--- config.mk ---
export PLATFORM = sky130hd
export DESIGN_NAME = dense_feeder
export DESIGN_NICKNAME = d
export VERILOG_FILES = /design/src/rtl/dense_feeder.sv
export SDC_FILE = /design/constraint.sdc
export NUM_CORES = 1
export LEC_CHECK = 0
export BUFFER_PORTS_ARGS = -buffer_cell sky130_fd_sc_hd__buf_2
export CORE_MARGIN = 1
export CORE_UTILIZATION = 55
export CTS_BUF_LIST = sky130_fd_sc_hd__clkbuf_4
export CTS_CLUSTER_DIAMETER = 40
export DETAILED_ROUTE_END_ITERATION = 8
export HOLD_SLACK_MARGIN = 0.1
export PLACE_DENSITY = 0.9
export SLEW_MARGIN = 20
export SYNTH_ARGS = -nofsm -noshare
export SYNTH_HDL_FRONTEND = slang
export SYNTH_SLANG_ARGS = --single-unit
--- constraint.sdc ---
create_clock -name clk -period 3.4 [get_ports clk]
set_input_delay 0.17 -clock clk [delete_from_list [all_inputs] [get_ports clk]]
set_output_delay 0.17 -clock clk [all_outputs]
set_load 0.005 [all_outputs]
--- src/rtl/dense_feeder.sv ---
// dense_feeder: sequences paired weight/activation streams into the 9-tap dense datapath in chunks,
// accumulates the per-chunk MAC results of each neuron and emits one saturated result per neuron.
// Build option: define DENSE_RELU_EN to clamp negative neuron results to zero before output.
module dense_feeder #(
    parameter int DATA_W  = 16,
    parameter int FILT_W  = 16,
    parameter int ADDR_W  = 10,
    parameter int TAPS    = 9,
    parameter int MAC_LAT = 2,
    parameter int ACC_W   = 32,
    parameter int LEN_W   = 16
) (
    input  logic              clk,
    input  logic              rst,
    input  logic              cfg_start_i,
    input  logic [LEN_W-1:0]  cfg_in_len_i,
    input  logic [LEN_W-1:0]  cfg_num_neurons_i,
    input  logic              w_valid_i,
    output logic              w_ready_o,
    input  logic [FILT_W-1:0] w_data_i,
    input  logic              a_valid_i,
    output logic              a_ready_o,
    input  logic [DATA_W-1:0] a_data_i,
    output logic              shifting_filter_o,
    output logic [FILT_W-1:0] input_filter_o,
    output logic              shifting_line_o,
    output logic [DATA_W-1:0] input_line_o,
    output logic              line_buffer_reset_o,
    output logic [ADDR_W-1:0] row_length_o,
    output logic [7:0]        dense_valid_o,
    input  logic [DATA_W-1:0] out_dense_data_i,
    output logic              res_valid_o,
    input  logic              res_ready_i,
    output logic [DATA_W-1:0] res_data_o,
    output logic              busy_o,
    output logic              done_o
);
    localparam logic [2:0] S_IDLE = 3'd0;
    localparam logic [2:0] S_CLR  = 3'd1;
    localparam logic [2:0] S_LOAD = 3'd2;
    localparam logic [2:0] S_PAD  = 3'd3;
    localparam logic [2:0] S_WAIT = 3'd4;
    localparam logic [2:0] S_ACC  = 3'd5;
    localparam logic [2:0] S_OUT  = 3'd6;
    localparam logic [2:0] S_DONE = 3'd7;

    logic [2:0]        state_q, state_d;
    logic [LEN_W-1:0]  n_q, n_d;
    logic [LEN_W-1:0]  neur_q, neur_d;
    logic [LEN_W-1:0]  rem_q, rem_d;
    logic [7:0]        cnt_q, cnt_d;
    logic [7:0]        dv_q, dv_d;
    logic [ACC_W-1:0]  acc_q, acc_d;
    logic [LEN_W-1:0]  rem_left;
    logic              pair_fire;
    logic              acc_ovf;
    logic [DATA_W-1:0] acc_sat;
    logic [DATA_W-1:0] res_val;

    // Length of the next chunk: a full TAPS chunk or whatever inputs remain.
    function automatic logic [7:0] chunk_len(input logic [LEN_W-1:0] r);
        return (r > LEN_W'(TAPS)) ? 8'(TAPS) : 8'(r);
    endfunction

    assign pair_fire = (state_q == S_LOAD) && w_valid_i && a_valid_i;
    assign rem_left  = rem_q - LEN_W'(dv_q);
    assign acc_ovf   = acc_q[ACC_W-1:DATA_W-1] != {(ACC_W-DATA_W+1){acc_q[ACC_W-1]}};
    assign acc_sat   = acc_ovf ? {acc_q[ACC_W-1], {(DATA_W-1){~acc_q[ACC_W-1]}}} : acc_q[DATA_W-1:0];
`ifdef DENSE_RELU_EN
    assign res_val   = acc_q[ACC_W-1] ? '0 : acc_sat;
`else
    assign res_val   = acc_sat;
`endif

    assign w_ready_o           = pair_fire;
    assign a_ready_o           = pair_fire;
    assign shifting_filter_o   = pair_fire || (state_q == S_PAD);
    assign shifting_line_o     = pair_fire || (state_q == S_PAD);
    assign input_filter_o      = pair_fire ? w_data_i : '0;
    assign input_line_o        = pair_fire ? a_data_i : '0;
    assign line_buffer_reset_o = state_q == S_CLR;
    assign row_length_o        = ADDR_W'(TAPS);
    assign dense_valid_o       = dv_q;
    assign res_valid_o         = state_q == S_OUT;
    assign res_data_o          = (state_q == S_OUT) ? res_val : '0;
    assign busy_o              = state_q != S_IDLE;
    assign done_o              = state_q == S_DONE;

    // Next-state logic: chunk sequencing, per-chunk accumulation and per-neuron hand-off.
    always_comb begin
        state_d = state_q;
        n_d     = n_q;
        neur_d  = neur_q;
        rem_d   = rem_q;
        cnt_d   = cnt_q;
        dv_d    = dv_q;
        acc_d   = acc_q;
        case (state_q)
            S_IDLE: if (cfg_start_i) begin
                n_d     = cfg_in_len_i;
                neur_d  = cfg_num_neurons_i;
                rem_d   = cfg_in_len_i;
                acc_d   = '0;
                dv_d    = chunk_len(cfg_in_len_i);
                state_d = (cfg_in_len_i == '0 || cfg_num_neurons_i == '0) ? S_DONE : S_CLR;
            end
            S_CLR: begin
                cnt_d   = '0;
                state_d = S_LOAD;
            end
            S_LOAD: if (pair_fire) begin
                cnt_d = cnt_q + 8'd1;
                if (cnt_q + 8'd1 == dv_q) begin
                    state_d = (dv_q < 8'(TAPS)) ? S_PAD : S_WAIT;
                    cnt_d   = (dv_q < 8'(TAPS)) ? cnt_q + 8'd1 : '0;
                end
            end
            S_PAD: begin
                cnt_d   = (cnt_q == 8'(TAPS - 1)) ? '0 : cnt_q + 8'd1;
                state_d = (cnt_q == 8'(TAPS - 1)) ? S_WAIT : S_PAD;
            end
            S_WAIT: begin
                cnt_d   = cnt_q + 8'd1;
                state_d = (cnt_q == 8'(MAC_LAT - 1)) ? S_ACC : S_WAIT;
            end
            S_ACC: begin
                acc_d   = acc_q + {{(ACC_W-DATA_W){out_dense_data_i[DATA_W-1]}}, out_dense_data_i};
                rem_d   = rem_left;
                dv_d    = (rem_left == '0) ? dv_q : chunk_len(rem_left);
                state_d = (rem_left == '0) ? S_OUT : S_CLR;
            end
            S_OUT: if (res_ready_i) begin
                if (neur_q == LEN_W'(1)) begin
                    state_d = S_DONE;
                end else begin
                    neur_d  = neur_q - LEN_W'(1);
                    rem_d   = n_q;
                    dv_d    = chunk_len(n_q);
                    acc_d   = '0;
                    state_d = S_CLR;
                end
            end
            default: state_d = S_IDLE;
        endcase
    end

    // State registers; reset aborts any operation in flight.
    always_ff @(posedge clk or posedge rst) begin
        if (rst) begin
            state_q <= S_IDLE;
            n_q     <= '0;
            neur_q  <= '0;
            rem_q   <= '0;
            cnt_q   <= '0;
            dv_q    <= '0;
            acc_q   <= '0;
        end else begin
            state_q <= state_d;
            n_q     <= n_d;
            neur_q  <= neur_d;
            rem_q   <= rem_d;
            cnt_q   <= cnt_d;
            dv_q    <= dv_d;
            acc_q   <= acc_d;
        end
    end
endmodule
==> results of run 1 <==
kinds of logic after synthesis:
| family | after synthesis | synth area share [%] |
|---|---|---|
| AND/OR/NAND/NOR | 300 | 20.0 |
| flip-flops | 99 | 32.8 |
| XOR/XNOR | 42 | 5.05 |
| AO/OA/AOI/OAI | 303 | 25.5 |
| multiplexers | 21 | 3.18 |
| buffers and inverters | 90 | 5.50 |
| adder cells (fa/ha/maj) | 46 | 7.82 |
| other | 2 | 0.0995 |
report_power, final:
part           switching, mW  internal (mW)  total (mW)
combinational           2.18           1.59        3.77
clock                  0.420          0.301       0.721
sequential             0.481           1.61        2.09
total                   3.08           3.50        6.59
critical path, stage by stage (launching register included):
cell	delay, ps
dfrtp_1	460
ha_1	250
fa_1	400
nor2b_1	130
o21ai_1	80
a21boi_1	190
o21ai_1	120
a21oi_1	270
xnor2_1	170
nor4b_4	420
a31oi_4	210
mux2_4	330
layer usage:
layer | GRT usage (%) | wire length, µm | part of all wire [%]
met1 | 38.6 | 8780 | 42
met2 | 51.3 | 10200 | 48
met3 | 4.17 | 1370 | 6.5
met4 | 16.9 | 823 | 3.9
met5 | 0 | 0 | 0
worst paths after layout:
kind / slack, ps / endpoint / cells past startpoint / startpoint
worst max-delay path: 300 / dense_valid_o[3] / 11 / dense_valid_o[0]
worst min-delay path: 140 / acc_q[1] / 3 / out_dense_data_i[1]
min in group asynchronous: 440 / rem_q[6] / 3 / rst
worst min register to register: 530 / neur_q[15] / 2 / neur_q[15]
max in group asynchronous: 2040 / neur_q[15] / 4 / rst
worst max register to register: 300 / dense_valid_o[3] / 11 / dense_valid_o[0]
registers in the layout, summed over array words and instances, names as in the netlist:
signal and flops:
acc_q 32, n_q 16, neur_q 16, rem_q 16, cnt_q 8, dense_valid_o 8, state_q 3
Yosys cell counts (17+ instances only):
cell type / n / share of area (%)
dfrtp_1: 99 / 33
nor2_1: 83 / 4.1
a21oi_1: 72 / 4.8
nand2_1: 68 / 3.4
o21ai_0: 56 / 3.7
ha_1: 44 / 7.3
and2_1: 38 / 3.1
inv_1: 37 / 1.8
o21ai_1: 34 / 2.3
clkbuf_1: 30 / 1.5
nor3_1: 29 / 1.9
a21o_1: 24 / 2.4
xor2_1: 21 / 2.4
xnor2_1: 20 / 2.3
a31oi_1: 17 / 1.4
metrics by stage:
step	instances	power, mW	cell area, µm²
global placement	1203	5.62	8430
floorplan	911	4.81	7580
global route	1256	7.15	8950
finish	1256	6.59	8950
detailed placement	1203	5.76	8430
CTS	1255	6.51	8940
repair_timing:
item                                    in CTS  in global routing
buffers inserted                             0                  0
hold endpoints to repair                   125                  0
hold buffers                                36                  0
endpoints found under the setup margin       0                  0
cell type report:
class	instances	area, µm²
multi-input combinational	722	4700
fill	1109	4350
sequential	99	2480
timing repair buffer	204	1250
tap	176	220
inverter	38	145
clock inverter	6	80.1
clock buffer	10	75.1
antenna	1	2.50
==> impl_metrics.json, run 1 <==
{
  "setup_viol": 0,
  "power_density_nw_per_um2": 736,
  "grt_pass1_wl_um": 35200,
  "drive_above_1_share_pct": 20.3,
  "postRouteWirelength_um": 21100,
  "worst_ep_arrival_time_ps": 3500,
  "die_w_um": 119,
  "ys_types": 74,
  "clkTransAtPathRegs_ps": 150,
  "cts_made_buffers": 9,
  "postLayoutCoreUtil_pct": 67.3,
  "gp_congestion": 0.939,
  "core.rowCount": 42,
  "startpoint_type": "flip-flop",
  "final_common_cell": "buf_2",
  "synth.ff_latch_count": 99,
  "grt_overflow": 0,
  "final_nets": 1206,
  "crit_fanout": 8,
  "final_antenna_net_count": 0,
  "drt-pass1-iter-count": 7,
  "timing.fmax_ghz": 0.322,
  "maxCapViolations": 0,
  "hold_violations": 0,
  "slew_violations": 0,
  "worst_slew_pin_slew_ps": 981,
  "syn_inst": 903,
  "final_cell_mix": "buf_2 (149), dfrtp_1 (99), nor2_1 (83), a21oi_1 (72), nand2_1 (68)",
  "grt_usage_pct": 30.8,
  "hold_ws_ps": 142,
  "rsz0062_at_grt": "no",
  "fin_tns_setup_ps": 0,
  "async_flop_share_pct": 100,
  "slew_headroom_pct": 34.6,
  "drtIter0Drc": 736,
  "dp_slack_ps": 337,
  "synth_area_um2": 7550,
  "wl_per_cell_um": 16.8,
  "start_util_pct": 56.8,
  "synth-edff-count": 0,
  "seq_area_frac_synth_pct": 32.8,
  "leakage_nw": 4.35,
  "syn-mean-instance-area_um2": 8.36,
  "clk_path_buf_depth": 2,
  "ys.flop_type": "dfrtp_1",
  "cts_tree": "done",
  "grt_max_degree": 79,
  "cp_data_required_time_ps": 3790,
  "hpwlAfterDp_um": 15100,
  "setup_ws_ps": 298,
  "drc": 0,
  "grt_pass1_vias": 7403,
  "ctsResizeCount": 0,
  "ctsHtreeMaxLevel": 3,
  "fin_crit_ps": 3100,
  "hold_path.class": "in -> reg",
  "yosysWarnings": 0,
  "die_h_um": 119,
  "ir_worst_vdd_mv": 0.330,
  "crit_path_end_kind": "flip-flop",
  "status": "finished, final reports clean",
  "path_class": "reg -> reg",
  "clk_root_buffer_cell": "clkbuf_4",
  "antenna_found_initial": 1,
  "io_buffers": 149,
  "via_per_inst": 6.09,
  "ioPinCount": 160,
  "clkLatencyLatePin_ps": 490,
  "clock-sinks": 99,
  "vias": 7650,
  "fin_crit_sh_pct": 91.2,
  "skew_ps": 24.8,
  "areaGrowthSynthToFinish_pct": 18.5,
  "fp.coreArea_um2": 13300,
  "die_area_um2": 14200
}
Power figures use the tool's default switching activity.
==> run 2, diff against run 1 <==
- CORE_UTILIZATION: 55 -> 45
- PLACE_DENSITY: 0.9 -> 0.78
- TNS_END_PERCENT: not set -> 5
==> run 2 against run 1 <==
Effect of this change:
- non-clock buffer count down 1
- setup slack worse by 110 ps
- wire length is 2.8% lower
- critical endpoint unchanged
- largest power group unchanged
==> impl_metrics.json, run 2 (synthesized netlist as in run 1, its figures left out) <==
{
  "postRouteWirelength_um": 20500,
  "place_area_um2": 8460,
  "gp_congestion": 0.878,
  "fp.coreArea_um2": 16100,
  "grt_max_degree": 71,
  "hold_violations": 0,
  "leakage_nw": 4.34,
  "rsz0062_at_grt": "no",
  "hold_path.class": "in -> reg",
  "cts_made_buffers": 9,
  "ioPinCount": 160,
  "max_flop_register": "acc_q",
  "slew_headroom_pct": 40.1,
  "cp_data_required_time_ps": 3780,
  "fin_tns_setup_ps": 0,
  "maxCapViolations": 0,
  "drive_above_1_share_pct": 20.0,
  "postLayoutCoreUtil_pct": 55.6,
  "vias": 7418,
  "drtIter0Drc": 652,
  "clk_path_buf_depth": 2,
  "worst_slew_pin_slew_ps": 899,
  "wl_per_cell_um": 15.9,
  "startpoint_type": "flip-flop",
  "final_nets": 1205,
  "core.rowCount": 46,
  "grt_pass1_wl_um": 33800,
  "io_buffers": 149,
  "path_class": "reg -> reg",
  "grt_usage_pct": 23.8,
  "grt_overflow": 0,
  "via_per_inst": 5.74,
  "slew_violations": 0,
  "die_w_um": 132,
  "clock-sinks": 99,
  "die_area_um2": 17300,
  "hpwlAfterDp_um": 15200,
  "hold_ws_ps": 180,
  "crit_fanout": 8,
  "fill_cells": 1466,
  "drt-pass1-iter-count": 6,
  "fin_crit_ps": 3210,
  "grt_pass1_vias": 6946,
  "power_density_nw_per_um2": 717,
  "crit_path_end_kind": "flip-flop",
  "clkLatencyLatePin_ps": 480,
  "antenna_found_initial": 1,
  "drc": 0,
  "largest_register_ffs": 32,
  "ctsHtreeMaxLevel": 3,
  "timing.fmax_ghz": 0.311,
  "skew_ps": 27.8,
  "fin_crit_sh_pct": 94.5,
  "worst_ep_arrival_time_ps": 3590,
  "clk_root_buffer_cell": "clkbuf_4",
  "final_antenna_net_count": 0,
  "ir_worst_vdd_mv": 0.510,
  "final_common_cell": "buf_2",
  "status": "finished, final reports clean",
  "clkTransAtPathRegs_ps": 150,
  "start_util_pct": 46.8,
  "setup_viol": 0,
  "final_cell_mix": "buf_2 (149), dfrtp_1 (99), nor2_1 (83), a21oi_1 (72), nand2_1 (68)",
  "areaGrowthSynthToFinish_pct": 18.6,
  "die_h_um": 132,
  "cts_tree": "done",
  "final_area_um2": 8950
}
## run 2: cell count changes in the layout (fill, tap and decap cells not counted), sizes merged
cell         before  now
bufinv            2    1
clkinvlp          1    0
dlygate4sd3      36   37
buf             168  166
## run 2: stage by stage
stage / cells / setup slack (ps) / total power [mW]
final: 1293 / 188 / 6.42
after global routing: 1293 / 39.3 / 7.01
after CTS: 1292 / 224 / 6.42
after detailed placement: 1241 / 263 / 5.75
after global placement: 1241 / 337 / 5.65
after floorplan: 911 / 543 / 4.81
## run 2: cell type report
cell class / count / area [µm²] / share of cell area [%]
flip-flops and latches: 99 / 2480 / 27.7
well taps: 216 / 270 / 3.02
inverters: 38 / 145 / 1.62
repair buffers: 203 / 1240 / 13.9
multi-input cells: 722 / 4700 / 52.5
clock inverters: 4 / 43.8 / 0.489
clock buffers: 10 / 75.1 / 0.838
diodes: 1 / 2.50 / 0.0279
## run 2: final timing paths
check | cells past startpoint | slack [ps] | to | startpoint
max reg2reg | 11 | 190 | dense_valid_o[3] | dense_valid_o[0]
min in group asynchronous | 3 | 400 | n_q[6] | rst
min | 4 | 180 | acc_q[14] | out_dense_data_i[14]
min reg2reg | 2 | 540 | acc_q[12] | acc_q[12]
max in group asynchronous | 4 | 2220 | cnt_q[1] | rst
max | 11 | 190 | dense_valid_o[3] | dense_valid_o[0]
## run 2: worst max-delay path: stages (launching register included)
cell      delay [ps]
dfrtp_1          460
ha_1             260
fa_1             420
nor2b_1          130
o21ai_1           80
a21boi_1         200
o21ai_1          120
a21oi_1          270
xnor2_1          170
nor4b_4          470
a31oi_4          220
mux2_4           330
## run 2: per-layer routing
layer  share of wire [%]  track usage, %
met5                   0               0
met4                 1.9            6.91
met3                 6.2            4.67
met2                  47            40.9
met1                  45            30.2
## run 2: power breakdown
| part | total (mW) | internal [mW] | switching [mW] |
|---|---|---|---|
| sequential | 2.10 | 1.61 | 0.487 |
| combinational | 3.70 | 1.58 | 2.13 |
| clock | 0.619 | 0.221 | 0.399 |
## run 2: repair_timing
item,CTS,global route
setup buffers,0,0
hold buffers,37,0
gates resized for setup,0,0
hold endpoints to repair,116,0
setup endpoints to repair,0,0
